### config.mk
export PLATFORM = sky130hd
export DESIGN_NAME = change_dispenser
export DESIGN_NICKNAME = d
export VERILOG_FILES = /design/src/rtl/change_dispenser.sv
export SDC_FILE = /design/constraint.sdc
export NUM_CORES = 1
export LEC_CHECK = 0
export ABC_AREA = 0
export CORE_MARGIN = 3
export CORE_UTILIZATION = 53
export DETAILED_ROUTE_END_ITERATION = 6
export PLACE_DENSITY = 0.92
export SLEW_MARGIN = 25
export SYNTH_ARGS = -nofsm -noshare
export SYNTH_HDL_FRONTEND = slang
export SYNTH_SLANG_ARGS = --single-unit
### constraint.sdc
create_clock -name clk -period 3.17 [get_ports clk]
set_input_delay 0.951 -clock clk [delete_from_list [all_inputs] [get_ports clk]]
set_output_delay 0.951 -clock clk [all_outputs]
set_load 0.02 [all_outputs]
### src/rtl/change_dispenser.sv
// change_dispenser
// Output-side companion to the vending machine core. It takes the vend strobe
// and the change owed, drives the soda solenoid for SODA_CYCLES cycles, then
// pays the change one coin per request/acknowledge handshake with the ejectors.
//
// Build option: define CHANGE_DIME_EN to enable the dime path. When it is
// undefined, dime_o stays low, dime_empty_i is ignored and all change is paid
// in nickels.
module change_dispenser #(
    parameter int unsigned SODA_CYCLES = 4
) (
    input  logic       clk,
    input  logic       rst_n,
    input  logic       vend_i,
    input  logic [2:0] chan_i,
    input  logic       ack_i,
    input  logic       dime_empty_i,
    input  logic       nick_empty_i,
    output logic       soda_o,
    output logic       dime_o,
    output logic       nick_o,
    output logic       busy_o,
    output logic [2:0] rem_o,
    output logic       fault_o,
    output logic       drop_o
);

`ifdef CHANGE_DIME_EN
    localparam bit DimeEn = 1'b1;
`else
    localparam bit DimeEn = 1'b0;
`endif

    // Last counter value of the soda phase; the decision is taken on it.
    localparam logic [7:0] SodaLast = 8'(SODA_CYCLES - 1);

    typedef enum logic [1:0] {
        IDLE,
        SODA,
        EJECT,
        GAP
    } state_t;

    state_t     state_q, state_d;
    logic [2:0] rem_q, rem_d;
    logic       fault_q, fault_d;
    logic [7:0] cnt_q, cnt_d;
    logic       coinDime_q, coinDime_d;
    logic       drop_q, drop_d;

    logic       selDime;
    logic       selNick;
    logic       selFault;
    logic [2:0] coinValue;

    // Coin-select: idle when nothing is owed, prefer a dime when at least two
    // nickels are owed and dimes are available, else a nickel, else fault.
    always_comb begin
        selDime  = 1'b0;
        selNick  = 1'b0;
        selFault = 1'b0;
        if (rem_q == 3'd0) begin
            selDime = 1'b0;
        end else if (DimeEn && (rem_q >= 3'd2) && !dime_empty_i) begin
            selDime = 1'b1;
        end else if (!nick_empty_i) begin
            selNick = 1'b1;
        end else begin
            selFault = 1'b1;
        end
    end

    // Value of the coin currently being requested, in nickels.
    always_comb begin
        coinValue = 3'd1;
        if (DimeEn && coinDime_q) begin
            coinValue = 3'd2;
        end
    end

    // State and datapath registers; reset discards any owed change.
    always_ff @(posedge clk or negedge rst_n) begin
        if (!rst_n) begin
            state_q    <= IDLE;
            rem_q      <= 3'd0;
            fault_q    <= 1'b0;
            cnt_q      <= 8'd0;
            coinDime_q <= 1'b0;
            drop_q     <= 1'b0;
        end else begin
            state_q    <= state_d;
            rem_q      <= rem_d;
            fault_q    <= fault_d;
            cnt_q      <= cnt_d;
            coinDime_q <= coinDime_d;
            drop_q     <= drop_d;
        end
    end

    // Next-state logic: vend acceptance, soda timing, handshake sequencing.
    always_comb begin
        logic decide;
        state_d    = state_q;
        rem_d      = rem_q;
        fault_d    = fault_q;
        cnt_d      = cnt_q;
        coinDime_d = coinDime_q;
        drop_d     = vend_i && (state_q != IDLE);
        decide     = 1'b0;

        case (state_q)
            IDLE: begin
                if (vend_i) begin
                    rem_d   = chan_i;
                    fault_d = 1'b0;
                    cnt_d   = 8'd0;
                    state_d = SODA;
                end
            end
            SODA: begin
                cnt_d = cnt_q + 8'd1;
                if (cnt_q == SodaLast) begin
                    decide = 1'b1;
                end
            end
            EJECT: begin
                if (ack_i) begin
                    rem_d   = rem_q - coinValue;
                    state_d = GAP;
                end
            end
            GAP: begin
                if (!ack_i) begin
                    decide = 1'b1;
                end
            end
            default: begin
                state_d = IDLE;
            end
        endcase

        if (decide) begin
            if (selDime) begin
                coinDime_d = 1'b1;
                state_d    = EJECT;
            end else if (selNick) begin
                coinDime_d = 1'b0;
                state_d    = EJECT;
            end else begin
                coinDime_d = 1'b0;
                state_d    = IDLE;
                if (selFault) begin
                    fault_d = 1'b1;
                end
            end
        end
    end

    // Outputs are decoded from registered state only, so they fall with reset.
    always_comb begin
        soda_o  = (state_q == SODA);
        dime_o  = DimeEn && (state_q == EJECT) && coinDime_q;
        nick_o  = (state_q == EJECT) && !coinDime_q;
        busy_o  = (state_q != IDLE);
        rem_o   = rem_q;
        fault_o = fault_q;
        drop_o  = drop_q;
    end

endmodule

==> metrics.md <==
| Metric | Value |
|---|---|
| Hold path start | fault_o |
| Syn_area_per_cell | 9.79 um2 |
| R2r setup slk | 1620 ps |
| Area growth from synthesis to final layout | 17.6% |
| Iteration-0 DRC Markers | 24 |
| Count of unique library cells instantiated by Yosys | 33 |
| Root Buffer Master | clkbuf_4 |
| Routed wire length per instance | 15.6 um |
| Pleak | 0.000429 uW |
| Length in cells of the worst reg-to-reg path | 3 |
| Hold-fix buffer count after cts | 0 |
| Net switching component of the power | 421 uW |
| Hold Crit Class | flip-flop to flip-flop |
| RR Startpoint | state_q[0] |
| Number of max-slew violations in the final report | 0 |
| Total via count after detailed routing | approximately 750 |
| Area of the die | 0.00219 mm2 |
| Asr flop ratio synth | 100% |
| Combinational family with the most area after synthesis | simple AND/OR/NAND/NOR gates |
| Total of endpoints with negative setup slack in the final report | 0 |
| Simple-Gate Fraction of Synth Area | between 20% and 30% |
| Netlist area before placement | 881 um2 |
| Syn. warnings | 0 |
| Ranking of synthesized cells by area | dfrtp_1, nand3_1, o311ai_2 |
| Complex-gate fraction of the synthesized area | 20.5% |
| Clock network fraction of design power | 11.6% |
| Clk_lat worst skew | 290 ps |
| Actual slew at the worst max-slew pin | 654 ps |
| Share of post-route cells with drive strength above 1 | 7.69% |
| Final-layout setup total negative slack | 0 ps |
| Via count of the first global-routing pass | about 750 |
| Worst vdd rail ir drop | 0.424 mV |
| Number of search-and-repair iterations in the first detailed-routing pass | 5 |
| Register bit total from synthesis | 15 |
| CTS tree | yes |
| Number of endpoints with negative hold slack in the final report | 0 |
| Max Cap Viol | 0 |
| Placement row count | 14 |
| Port buffer count | 15 |
| Fraction of post-synthesis cell area in the top cell type by area | 42.6% |
| Final cell utilization of the core | 67.2% |
| Flop pwr share | approximately two fifths |
| Tcrit/Tclk final | between 80% and 90% |
| Hold EP | fault_o |
| Crit path required time | 2220 ps |
| Endpoint arrival time on the critical path | 1870 ps |
| Pin count of the biggest net entering global routing | 16 |
| Pre-CTS setup slack | approximately 680 ps |
| Gates resized, CTS repair | 0 |
| Cell type contributing the most total cell area after synthesis | dfrtp_1 |
| WHS | 495 ps |
| Setup fix buffers added after clock tree synthesis | 0 |
| Congestion Overflow GR | 0 |
| Combinational Power Share | 48.9% |
| Initial Util | 57.1% |
| Net switching share of the total power | 43.7% |
| Total DRC errors in the routed layout | 0 |
| Antenna fix cells | 0 |
| Run status | finished clean |
| Fraction of the mapped netlist area in adder cells | between 4 and 5% |
| Internal Power | 543 uW |
| Number of H-tree branching levels | 1 |
| Overall Global Routing Usage | roughly 19% |
| Clock Path Buffers | 2 |
| Detailed placer's ending HPWL | 1.41 mm |
| First-pass GRT wire length | 3.06 mm |
| Worst Setup Path Type | flip-flop to output pin |
| Unrepaired setup endpoints after global routing | false |
| Commonest cells post-synth | dfrtp_1, nand3_1, inv_1 |
| Max Clock Freq | 0.355 GHz |
| Pwr dens | 931 mW/mm2 |
| Die extent in x | roughly 47 um |
| Largest fanout on the critical path | 10 |
| Final instance count without filler cells | 120 |
| Number of antenna violations at the first check in global routing | 0 |
| Detail Route Antenna Nets | 0 |
| Worst setup EP type | output pin |
| Final-stage net count | 117 |
| Share of cell area taken by muxes after synthesis | 1.14% |
| Count of cells along the worst hold path | 2 |
| Minimum setup slack in the final design | 351 ps |
| Number of instances in the synthesized netlist | 90 |
| Area of the multi-input gates | 438 um2 |
| Startpoint Class | flip-flop |
| Post-route minimum period | 2820 ps |
| Filler cell count in the final layout | around 130 |
| Core footprint | 0.00154 mm2 |
| Worst R2R End | cnt_q[2] |
| Clock Skew | ~4.7 ps |
| Aggregate routed wire length | between 1.5 and 2 mm |
| Most frequently used cell type in the post-synthesis netlist | dfrtp_1 |
| Xor and xnor area share after synthesis | less than 1% |
| Post-DR vias/cell | about 6.3 |
| Worst slew slack as a fraction of its limit | 56.3% |
| Clock sink total | 15 |
| Number of buffers added by the clock tree synthesis step | 3 |
| Proportion of synthesized chip area in sequential cells | a little over two fifths |
| Total instance count after detailed placement | between 100 and 150 |
| Routability Congestion | approximately 0.76 |
| Reg clk slew, reported paths | 90 ps |
| Count of pins on the block boundary | 18 |
| Post-synth top flop | dfrtp_1 |
| Count of flip-flops with a built-in enable after synthesis | 0 |
| Post-Syn Nets | 102 |
| Vertical die dimension | approximately 47 um |
| Reg area | 375 um2 |
==> cells in the final DEF (no fill, tap or decap), drive strengths merged, types with 2 or more instances in the layout <==
master	netlist	routed
a211oi	3	3
clkbuf	0	4
clkdlybuf4s50	0	15
dfrtp	15	15
ha	3	3
inv	7	7
nand2	6	6
nand2b	2	2
nand3	10	10
nor2	5	5
nor2b	3	3
nor3	3	3
o21ai	5	5
o311ai	3	3
o41ai	3	3
==> power groups by stage <==
stage	clock network [uW]	logic, uW	registers, uW
after global placement	0	451	371
after global routing	122	522	393
after detailed placement	0	472	381
after floorplan	0	332	376
final	112	471	381
after CTS	113	475	377
==> worst max-delay path by stage <==
stage                           from  endpoint  cells after the start
after CTS                 state_q[0]    soda_o                      3
after global routing      state_q[0]    soda_o                      3
after detailed placement  state_q[0]    soda_o                      3
after floorplan           state_q[1]    soda_o                      4
after global placement    state_q[1]    soda_o                      3
final                     state_q[0]    soda_o                      3
==> critical path, stage by stage, from the launching register on <==
cell and delay [ps]:
dfrtp_1 570, nand2b_1 250, inv_1 150, clkdlybuf4s50_1 610
==> cell families after synthesis <==
group,after synthesis
AOI/OAI and AO/OA,22
muxes,1
other,1
xor gates and xnor gates,1
DFF,15
and+or+nand+nor,35
adders and majority gates,3
buffers and inverters,12
==> layout make-up <==
type | count | share of cell area, %
clock buffer | 4 | 2.54
inverter | 7 | 2.54
multi-input combinational | 63 | 42.3
sequential | 15 | 36.2
tap | 16 | 1.93
timing repair buffer | 15 | 14.5
==> routing by layer <==
layer | part of all wire [%] | vias up | GRT usage (%)
li1 | - | 357 | -
met1 | 46 | 365 | 24.0
met2 | 48 | 24 | 33.1
met3 | 3.6 | 6 | 2.68
met4 | 2.4 | 0 | 9.39
met5 | 0 | - | 0
==> metrics by stage <==
step,instance area (um2),total power (uW)
2_1_floorplan,881,708
6_report,1040,964
5_1_grt,1040,1040
4_1_cts,1040,965
3_3_place_gp,1010,822
3_5_place_dp,1010,854
==> state kept, by name (all words and copies together), names as in the netlist <==
register  flops
fault_o       1
cnt_q         8
state_q       2
rem_o         3
drop_o        1
No activity file was read; power rests on OpenSTA's default activity.
